File: src/rtl/pacman_game_ctrl.sv
// Game sequencer for the Pac-Man core: owns core reset and step enable,
// accepts player moves over valid/ready, tracks lives, score and win/loss.
module pacman_game_ctrl #(
  parameter int WIDTH        = 8,
  parameter int HEIGHT       = 8,
  parameter int LIVES        = 3,
  parameter int RST_CYCLES   = 2,
  parameter int DEATH_CYCLES = 4,
  parameter int STEP_TIMEOUT = 8
) (
  input  logic                      clk,
  input  logic                      rst,
  input  logic                      start,
  input  logic                      move_valid,
  output logic                      move_ready,
  input  logic [1:0]                move_in,
  input  logic                      core_catch,
  input  logic [WIDTH*HEIGHT-1:0]   core_candies,
  output logic                      core_rst,
  output logic                      core_en,
  output logic [1:0]                core_move,
  output logic [3:0]                lives,
  output logic [15:0]               score,
  output logic [2:0]                state,
  output logic                      game_over,
  output logic                      game_won
);

  localparam int N  = WIDTH * HEIGHT;
  localparam int CW = $clog2(N + 1);
  localparam int TW = 16;

  typedef enum logic [2:0] {
    S_IDLE      = 3'd0,
    S_RST_CORE  = 3'd1,
    S_SETTLE    = 3'd2,
    S_PLAY      = 3'd3,
    S_DYING     = 3'd4,
    S_GAME_OVER = 3'd5,
    S_WON       = 3'd6
  } state_t;

  state_t          state_q, state_d;
  logic [TW-1:0]   timer_q, timer_d;
  logic [TW-1:0]   idle_q, idle_d;
  logic [CW-1:0]   cnt_prev_q, cnt_prev_d;
  logic [CW-1:0]   cnt_cur;
  logic [1:0]      last_move_q, last_move_d;
  logic [3:0]      lives_q, lives_d;
  logic [15:0]     score_q, score_d;
  logic            core_rst_q, core_rst_d;
  logic            core_en_q, core_en_d;
  logic [1:0]      core_move_q, core_move_d;
  logic            move_ready_q, move_ready_d;
  logic            game_over_q, game_over_d;
  logic            game_won_q, game_won_d;
  logic            accept;
  logic            step;
  logic [1:0]      step_move;

  function automatic logic [CW-1:0] popcount(input logic [N-1:0] v);
    logic [CW-1:0] c;
    c = '0;
    for (int i = 0; i < N; i++) c = c + CW'(v[i]);
    return c;
  endfunction

  function automatic logic [15:0] sat_add(input logic [15:0] a, input logic [CW-1:0] b);
    logic [16:0] s;
    s = {1'b0, a} + 17'(b);
    return s[16] ? 16'hFFFF : s[15:0];
  endfunction

  // Next-state, counters and next registered outputs
  always_comb begin
    state_d     = state_q;
    timer_d     = timer_q;
    idle_d      = idle_q;
    cnt_prev_d  = cnt_prev_q;
    last_move_d = last_move_q;
    lives_d     = lives_q;
    score_d     = score_q;
    step        = 1'b0;
    step_move   = last_move_q;
    cnt_cur     = popcount(core_candies);
    accept      = move_valid && move_ready_q;

    case (state_q)
      S_IDLE, S_GAME_OVER, S_WON: begin
        if (start) begin
          state_d = S_RST_CORE;
          lives_d = 4'(LIVES);
          score_d = '0;
          timer_d = TW'(RST_CYCLES - 1);
        end
      end
      S_RST_CORE: begin
        if (timer_q == '0) state_d = S_SETTLE;
        else               timer_d = timer_q - 1'b1;
      end
      S_SETTLE: begin
        cnt_prev_d = cnt_cur;
        idle_d     = '0;
        state_d    = S_PLAY;
      end
      S_PLAY: begin
        cnt_prev_d = cnt_cur;
        if (cnt_cur < cnt_prev_q) score_d = sat_add(score_q, cnt_prev_q - cnt_cur);
        // Idle cycles are only those where a move could have been taken
        if (accept) begin
          last_move_d = move_in;
          step        = 1'b1;
          step_move   = move_in;
          idle_d      = '0;
        end else if (!core_en_q) begin
          if (idle_q == TW'(STEP_TIMEOUT - 1)) begin
            step   = 1'b1;
            idle_d = '0;
          end else begin
            idle_d = idle_q + 1'b1;
          end
        end
        // A catch outranks clearing the board in the same cycle
        if (core_catch) begin
          lives_d = lives_q - 4'd1;
          state_d = S_DYING;
          timer_d = TW'(DEATH_CYCLES - 1);
        end else if (cnt_cur == '0) begin
          state_d = S_WON;
        end
      end
      S_DYING: begin
        if (timer_q == '0) begin
          if (lives_q != 4'd0) begin
            state_d = S_RST_CORE;
            timer_d = TW'(RST_CYCLES - 1);
          end else begin
            state_d = S_GAME_OVER;
          end
        end else begin
          timer_d = timer_q - 1'b1;
        end
      end
      default: state_d = S_IDLE;
    endcase

    core_rst_d   = (state_d == S_IDLE) || (state_d == S_RST_CORE);
    core_en_d    = step && (state_d == S_PLAY);
    core_move_d  = core_en_d ? step_move : core_move_q;
    move_ready_d = (state_d == S_PLAY) && !core_en_d;
    game_over_d  = (state_d == S_GAME_OVER);
    game_won_d   = (state_d == S_WON);
  end

  // State, counters and output registers with asynchronous reset
  always_ff @(posedge clk or negedge rst) begin
    if (!rst) begin
      state_q      <= S_IDLE;
      timer_q      <= '0;
      idle_q       <= '0;
      cnt_prev_q   <= '0;
      last_move_q  <= 2'b00;
      lives_q      <= 4'(LIVES);
      score_q      <= '0;
      core_rst_q   <= 1'b1;
      core_en_q    <= 1'b0;
      core_move_q  <= 2'b00;
      move_ready_q <= 1'b0;
      game_over_q  <= 1'b0;
      game_won_q   <= 1'b0;
    end else begin
      state_q      <= state_d;
      timer_q      <= timer_d;
      idle_q       <= idle_d;
      cnt_prev_q   <= cnt_prev_d;
      last_move_q  <= last_move_d;
      lives_q      <= lives_d;
      score_q      <= score_d;
      core_rst_q   <= core_rst_d;
      core_en_q    <= core_en_d;
      core_move_q  <= core_move_d;
      move_ready_q <= move_ready_d;
      game_over_q  <= game_over_d;
      game_won_q   <= game_won_d;
    end
  end

  assign state      = state_q;
  assign core_rst   = core_rst_q;
  assign core_en    = core_en_q;
  assign core_move  = core_move_q;
  assign move_ready = move_ready_q;
  assign lives      = lives_q;
  assign score      = score_q;
  assign game_over  = game_over_q;
  assign game_won   = game_won_q;

endmodule

File: config.mk
export PLATFORM = sky130hd
export DESIGN_NAME = pacman_game_ctrl
export DESIGN_NICKNAME = d
export VERILOG_FILES = /design/src/rtl/pacman_game_ctrl.sv
export SDC_FILE = /design/constraint.sdc
export NUM_CORES = 1
export LEC_CHECK = 0
export BUFFER_PORTS_ARGS = -buffer_cell sky130_fd_sc_hd__buf_2
export CAP_MARGIN = 20
export CORE_ASPECT_RATIO = 0.9
export CORE_UTILIZATION = 58
export DETAILED_ROUTE_END_ITERATION = 7
export HOLD_SLACK_MARGIN = 0.15
export PLACE_DENSITY = 0.82
export SETUP_SLACK_MARGIN = 0.3
export SYNTH_ARGS = -nofsm -noshare
export SYNTH_HDL_FRONTEND = slang
export SYNTH_SLANG_ARGS = --single-unit
File: constraint.sdc
create_clock -name clk -period 4.3 [get_ports clk]
set_input_delay 0.43 -clock clk [delete_from_list [all_inputs] [get_ports clk]]
set_output_delay 0.43 -clock clk [all_outputs]
set_load 0.05 [all_outputs]
==> results_dict.tcl, run 1 <==
set metrics [dict create \
    status "finished with violations" \
    violations "negative setup slack" \
    period_share 1.82 \
    startpoint "core_candies[51]" \
    layout_min_cycle_time_ns 7.82 \
    vias 5813 \
    io_buffers 100 \
    min_path_type "input pin to async pin" \
    first_pass_iters 6 \
    num_rows 35 \
    drt-total-wl_um 17100 \
    slowest_delay_ns 0.57 \
    r2r_slack_ns 0.93 \
    yosys_warnings 0 \
    timing.final.ws_setup_ns -3.52 \
    syn_area_um2 6150 \
    drive_above_1_share 0.333 \
    start_kind "input pin" \
    worst_setup_path_end_kind "register" \
    critPathRequiredTime_ns 4.51 \
    synth.distinct_cells 61 \
    antenna_left 0 \
    drt_iter0_drc 531 \
    core_um2 10300 \
    hold_viol_final 0 \
    cts.sink_count 71 \
    layout_commonest_cell "inv_1" \
    die_h_um 99.7 \
    nets 1006 \
    cp_max_fo 3 \
    async_flop_share 1.00 \
    drc 0 \
    synth_nets 836 \
    critical_path_class "input pin to register" \
    cts_buffers 9 \
    fin_util 0.789 \
    start_util 0.597 \
    synth_edf_count 0 \
    antenna_found_initial 0 \
    rsz0062_at_grt "true" \
    place_ws_ns -3.78 \
    viasPerCell 5.93 \
    tritoncts "done" \
    final.setup_skew_ns 0.00661 \
    diodes 0 \
    cts_buffer_depth 2 \
    htree_levels 3 \
    grt_max_degree 43 \
    yosys_register_bits 71 \
    die_width_um 111 \
    clk_latency_ns 0.34 \
    clock-root-buffer "clkbuf_16" \
    area_delta_synth_final_pct 32.1 \
    max_slew_margin 0.461 \
    slew_violations 0 \
    die_area_um2 11000 \
    ys_seq_area_frac 0.290 \
    synth_cells 677 \
    grt_pass1_wl_um 26400 \
    max_slew.worst_pin.slew_ns 0.805 \
    overflow 0 \
    arrival_ns 8.04 \
    r2r_start "cnt_prev_q[0]$_DFFE_PN0P_" \
    crit_buf_inv 8 \
    cap_viol_max_count 0 \
    synth-main-ff-cell "dfrtp_1" \
    cp_common_cell "fa_1" \
    place_congestion 0.872 \
    dp_hpwl_um 11000 \
    max_freq_mhz 128 \
    pin_count 101 \
    most-common-layout-cells "inv_1, buf_2, dfrtp_1" \
    finalSetupViolations 32 \
    grtUsageTotal 0.295 \
    avgSynthCellArea_um2 9.08 \
    hold_buffers 0 \
    clk_pin_slew_ns 0.06 \
    path_delay_family "adder cells" \
    wl_per_cell_um 17.4 \
    crit_slowest_cell "fa_1" \
    grt_pass1_vias 5817 \
]
-- sequential cells by signal (all words and copies together) (netlist names) --
signal and cells:
cnt_prev_q 7, core_en 1, core_move 2, core_rst 1, game_over 1, game_won 1, idle_q 16, last_move_q 2
lives 4, move_ready 1, score 16, state 3, timer_q 16
-- final timing paths --
kind	endpoint	cells past startpoint
max	score[9]$_DFFE_PN0P_	33
min	idle_q[13]$_DFFE_PN0P_	1
max reg2reg	score[9]$_DFFE_PN0P_	16
min reg2reg	last_move_q[0]$_DFF_PN0_	1
max in group asynchronous	lives[1]$_DFFE_PN1P_	2
min in group clk	last_move_q[0]$_DFF_PN0_	2
-- routing by layer --
| metal | track usage | wire length [µm] |
|---|---|---|
| met2 | 0.538 | 8970 |
| met4 | 0.0985 | 573 |
| met3 | 0.0402 | 919 |
| met5 | 0 | 0 |
| met1 | 0.361 | 6600 |
-- synthesized netlist by cell type (all sizes together), types with 11 or more instances --
cell type | number | share of area
nor2 | 58 | 0.035
nand4 | 12 | 0.012
dfrtp | 68 | 0.28
xor2 | 27 | 0.038
nor2b | 11 | 0.011
nor3 | 19 | 0.019
clkbuf | 13 | 0.0079
nand3 | 15 | 0.012
inv | 130 | 0.079
ha | 32 | 0.065
o21ai | 27 | 0.022
a21oi | 33 | 0.027
nand2 | 36 | 0.022
a21o | 11 | 0.013
fa | 56 | 0.18
-- final cells by class --
class	count	area, µm²
tap	129	161
sequential	71	1780
multi-input combinational	458	4180
clock buffer	12	246
inverter	130	500
timing repair buffer	177	1180
fill	579	2170
clock inverter	4	77.6
-- through the flow --
step | std cells | area, µm² | TNS (ns) | hold slack [ns]
2_1_floorplan | 677 | 6280 | -78.26 | 0.134
4_1_cts | 975 | 7980 | -78.85 | 0.158
3_5_place_dp | 948 | 7320 | -93.10 | 0.483
3_3_place_gp | 948 | 7320 | -89.47 | 0.474
6_report | 981 | 8120 | -85.94 | 0.134
5_1_grt | 981 | 8120 | -91.13 | 0.200
-- cell families after synthesis --
logic type      count (synthesis)  share of synthesized area
buf+inv                       148                     0.0910
compound gates                131                      0.141
simple gates                  195                      0.163
flops                          71                      0.290
xor+xnor                       36                     0.0535
mux                             8                     0.0145
fa+ha+maj                      88                      0.248
-- repair_timing --
action / CTS / global route
endpoints found under the setup margin: 32 / 32
pin swaps: 48 / 24
gates resized for setup: 65 / 25
buffers inserted: 11 / 6
Power of run 1 is left out: the tool's default activity adds up to more than one toggle a clock period on the data nets, which glitch-free logic cannot reach.
==> inputs of run 2 (changes only) <==
--- a/config.mk
+++ b/config.mk
@@ -8,10 +8,10 @@
 export BUFFER_PORTS_ARGS = -buffer_cell sky130_fd_sc_hd__buf_2
 export CAP_MARGIN = 20
 export CORE_ASPECT_RATIO = 0.9
-export CORE_UTILIZATION = 58
+export CORE_UTILIZATION = 52
 export DETAILED_ROUTE_END_ITERATION = 7
 export HOLD_SLACK_MARGIN = 0.15
-export PLACE_DENSITY = 0.82
+export PLACE_DENSITY = 0.77
 export SETUP_SLACK_MARGIN = 0.3
 export SYNTH_ARGS = -nofsm -noshare
 export SYNTH_HDL_FRONTEND = slang
==> constraint.sdc (replaced) <==
create_clock -name clk -period 6.84 [get_ports clk]
set_input_delay 0.684 -clock clk [delete_from_list [all_inputs] [get_ports clk]]
set_output_delay 0.684 -clock clk [all_outputs]
set_load 0.05 [all_outputs]
==> results_dict.tcl, run 2 (synthesis gave the netlist of run 1 again) <==
set metrics [dict create \
    wl_per_cell_um 15.2 \
    num_rows 37 \
    clk_pin_slew_ns 0.06 \
    period_share 1.15 \
    worst_setup_path_end_kind "register" \
    layout_min_cycle_time_ns 7.86 \
    antenna_left 0 \
    drt_iter0_drc 405 \
    place_congestion 0.889 \
    cp_common_cell "fa_1" \
    final.setup_skew_ns 0.00685 \
    status "finished with violations" \
    core_um2 11500 \
    drive_above_1_share 0.305 \
    die_area_um2 12300 \
    drt-total-wl_um 15100 \
    critPathRequiredTime_ns 7.09 \
    cp_max_fo 3 \
    slew_violations 0 \
    critical_path_class "input pin to register" \
    crit_slowest_cell "fa_2" \
    overflow 0 \
    max_slew.worst_pin.slew_ns 0.974 \
    fin_util 0.691 \
    most-common-layout-cells "inv_1, buf_2, dfrtp_1" \
    die_h_um 105 \
    start_kind "input pin" \
    arrival_ns 8.11 \
    viasPerCell 5.51 \
    diodes 0 \
    max_freq_mhz 127 \
    grtUsageTotal 0.248 \
    cap_viol_max_count 0 \
    antenna_found_initial 0 \
    first_pass_iters 7 \
    r2r_slack_ns 3.65 \
    cts.sink_count 71 \
    dp_hpwl_um 10800 \
    hold_viol_final 0 \
    min_path_type "register to register" \
    clock-root-buffer "clkbuf_16" \
    layout_commonest_cell "inv_1" \
    tritoncts "done" \
    grt_pass1_wl_um 24200 \
    nets 989 \
    violations "negative setup slack" \
    timing.final.ws_setup_ns -1.02 \
    cts_buffer_depth 2 \
    finalSetupViolations 23 \
    hold_buffers 0 \
    rsz0062_at_grt "true" \
    pin_count 101 \
    vias 5461 \
    io_buffers 100 \
    grt_max_degree 72 \
    drc 0 \
    area_delta_synth_final_pct 29.1 \
    htree_levels 3 \
    die_width_um 117 \
    clk_latency_ns 0.34 \
    grt_pass1_vias 5408 \
    start_util 0.535 \
    cts_buffers 9 \
    max_slew_margin 0.349 \
    slowest_delay_ns 0.59 \
]
-- run 2: cell types whose count changed in the layout (fill, tap and decap cells not counted), moves of 3 or more --
cell       change
buf_6          -9
o21ai_2        -4
o21ai_0        +7
inv_1          +4
fa_1           +4
buf_4         -11
o2bb2ai_2      +3
o21ai_1        -3
fa_2           -4
o2bb2ai_1      -3
-- run 2: final timing paths --
kind,startpoint,end,depth (start not counted)
worst min-delay path,last_move_q[0]$_DFF_PN0_,last_move_q[0]$_DFF_PN0_,1
worst max-delay path,core_candies[39],score[15]$_DFFE_PN0P_,29
min in group asynchronous,rst,idle_q[14]$_DFFE_PN0P_,2
worst min register to register,last_move_q[0]$_DFF_PN0_,last_move_q[0]$_DFF_PN0_,1
max in group asynchronous,rst,lives[3]$_DFFE_PN0P_,2
worst max register to register,cnt_prev_q[0]$_DFFE_PN0P_,score[15]$_DFFE_PN0P_,15
-- run 2: what timing repair did --
item | 4_1_cts | 5_1_grt
setup buffers | 4 | 5
resized for setup | 29 | 37
pin swaps | 22 | 17
setup endpoints to repair | 24 | 25
-- run 2: worst max-delay path, delay by kind of cell --
family,cells,cell delay (ns)
adder cells (fa/ha/maj),12,5.21
buffers and inverters,6,0.30
XOR/XNOR,1,0.19
AO/OA/AOI/OAI,7,1.28
AND/OR/NAND/NOR,3,0.43
-- run 2: cell type report --
| class | instances | area (µm²) |
|---|---|---|
| clock buffers | 12 | 256 |
| clock inverters | 4 | 51.3 |
| multi-input cells | 458 | 4140 |
| repair buffers | 160 | 1020 |
| flip-flops and latches | 71 | 1780 |
| inverters | 130 | 495 |
| fillers | 882 | 3540 |
| well taps | 156 | 195 |
-- run 2: through the flow --
step | instances | setup TNS [ns] | cell area [µm²] | worst slack, ns | hold WS, ns
4_1_cts | 986 | -16.52 | 7730 | -1.06 | 0.500
5_1_grt | 991 | -22.01 | 7940 | -1.32 | 0.524
6_report | 991 | -16.57 | 7940 | -1.02 | 0.497
3_3_place_gp | 965 | -22.04 | 7270 | -1.33 | 0.471
3_5_place_dp | 966 | -25.91 | 7280 | -1.53 | 0.484
2_1_floorplan | 677 | -15.56 | 6270 | -1.12 | 0.388
-- run 2: per-layer routing --
metal | wire length (µm) | global-route usage | up-vias
met5 | 0 | 0 | -
met4 | 312 | 0.0778 | 0
met3 | 713 | 0.0476 | 36
met2 | 7970 | 0.430 | 172
met1 | 6060 | 0.308 | 2700
li1 | - | - | 2553
Power of run 2 is left out for the same reason.
==> inputs of run 3 (changes only) <==
--- a/config.mk
+++ b/config.mk
@@ -8,10 +8,10 @@
 export BUFFER_PORTS_ARGS = -buffer_cell sky130_fd_sc_hd__buf_2
 export CAP_MARGIN = 20
 export CORE_ASPECT_RATIO = 0.9
-export CORE_UTILIZATION = 52
+export CORE_UTILIZATION = 60
 export DETAILED_ROUTE_END_ITERATION = 7
 export HOLD_SLACK_MARGIN = 0.15
-export PLACE_DENSITY = 0.77
+export PLACE_DENSITY = 0.84
 export SETUP_SLACK_MARGIN = 0.3
 export SYNTH_ARGS = -nofsm -noshare
 export SYNTH_HDL_FRONTEND = slang
==> constraint.sdc (replaced) <==
create_clock -name clk -period 9.6 [get_ports clk]
set_input_delay 0.96 -clock clk [delete_from_list [all_inputs] [get_ports clk]]
set_output_delay 0.96 -clock clk [all_outputs]
set_load 0.05 [all_outputs]
==> results_dict.tcl, run 3 (synthesis gave the netlist of run 1 again) <==
set metrics [dict create \
    drc 0 \
    start_kind "input pin" \
    slew_violations 0 \
    overflow 0 \
    dp_hpwl_um 10000 \
    rsz0062_at_grt "false" \
    hold_buffers 0 \
    max_slew_margin 0.306 \
    diodes 0 \
    place_congestion 0.841 \
    antenna_found_initial 0 \
    critPathRequiredTime_ns 9.83 \
    grt_pass1_wl_um 22200 \
    cap_viol_max_count 0 \
    status "complete, no violations" \
    antenna_left 0 \
    cts_buffers 9 \
    drt_iter0_drc 291 \
    cp_max_fo 8 \
    nets 931 \
    slowest_delay_ns 0.59 \
    die_area_um2 10700 \
    first_pass_iters 5 \
    cts_buffer_depth 2 \
    min_path_type "register to register" \
    max_slew.worst_pin.slew_ns 1.04 \
    grt_pass1_vias 5159 \
    clk_latency_ns 0.34 \
    vias 5154 \
    hold_slack_ns 0.495 \
    finalSetupViolations 0 \
    fillCellCount 715 \
    num_rows 34 \
    wl_per_cell_um 14.6 \
    start_util 0.626 \
    layout_commonest_cell "inv_1" \
    drt-total-wl_um 13200 \
    htree_levels 3 \
    die_width_um 109 \
    die_h_um 98.0 \
    tns_ns 0 \
    cts.sink_count 71 \
    clock-root-buffer "clkbuf_16" \
    pin_count 101 \
    most-common-layout-cells "inv_1, buf_2, dfrtp_1" \
    viasPerCell 5.71 \
    period_share 0.921 \
    arrival_ns 9.06 \
    hold_viol_final 0 \
    drive_above_1_share 0.176 \
    layout_min_cycle_time_ns 8.84 \
    core_um2 9830 \
    worst_setup_path_end_kind "register" \
    critical_path_class "input pin to register" \
    crit_slowest_cell "fa_1" \
    cp_common_cell "fa_1" \
    fin_area_um2 7060 \
    post_cts_buffers 0 \
    area_delta_synth_final_pct 14.8 \
    place_area_um2 6750 \
    tritoncts "done" \
    io_buffers 100 \
    clk_pin_slew_ns 0.06 \
    post_cts_resized 0 \
    max_freq_mhz 113 \
    final.setup_skew_ns 0.00382 \
    grt_max_degree 72 \
    grtUsageTotal 0.261 \
]
run 3: cell count changes in the layout (fill, tap and decap cells not counted), moves of 4 or more:
cell     previous run  this run
buf_4              50         2
a21oi_1            21        33
buf_6              11         0
a21oi_2            10         0
inv_1             120       130
inv_2               9         0
fa_1               50        56
fa_2                6         0
ha_1               26        32
ha_4                5         0
nor2_1             53        58
o21ai_0            23        27
run 3: path summary, 6_finish.rpt:
kind,start,endpoint,slack [ns],cells past startpoint
worst max register to register,cnt_prev_q[0]$_DFFE_PN0P_,score[9]$_DFFE_PN0P_,5.80,15
max in group asynchronous,rst,cnt_prev_q[4]$_DFFE_PN0P_,8.21,2
worst min-delay path,cnt_prev_q[2]$_DFFE_PN0P_,cnt_prev_q[2]$_DFFE_PN0P_,0.49,2
worst min register to register,cnt_prev_q[2]$_DFFE_PN0P_,cnt_prev_q[2]$_DFFE_PN0P_,0.49,2
min in group asynchronous,rst,idle_q[12]$_DFFE_PN0P_,0.83,2
worst max-delay path,core_candies[35],score[9]$_DFFE_PN0P_,0.76,31
run 3: through the flow:
stage | cells | util | worst slack (ns)
after detailed placement | 887 | 0.687 | 0.481
after global routing | 903 | 0.718 | 0.389
after CTS | 903 | 0.718 | 0.800
final | 903 | 0.718 | 0.762
after floorplan | 677 | - | 0.952
after global placement | 886 | 0.686 | 0.745
run 3: per-layer routing:
layer	track usage	vias up	share of wire
met5	0	-	0
met4	0.0936	0	0.021
met3	0.0481	29	0.042
met2	0.444	152	0.52
met1	0.332	2538	0.42
li1	-	2435	-
run 3: worst max-delay path, delay by kind of cell:
kind / cells / cell delay, ns
adder cells (fa/ha/maj): 11 / 4.96
AND/OR/NAND/NOR: 4 / 0.83
XOR/XNOR: 1 / 0.10
AO/OA/AOI/OAI: 8 / 1.80
buffers and inverters: 7 / 0.39
run 3: cell type report:
type                            count  area (µm²)  share of cell area
Clock inverter                      5        56.3             0.00798
Timing Repair Buffer              102         515              0.0730
Sequential cell                    71        1780               0.252
Inverter                          130         488              0.0691
Tap cell                          126         158              0.0223
Clock buffer                       11         253              0.0358
Multi-Input combinational cell    458        3810               0.539
Power of run 3 is left out for the same reason.
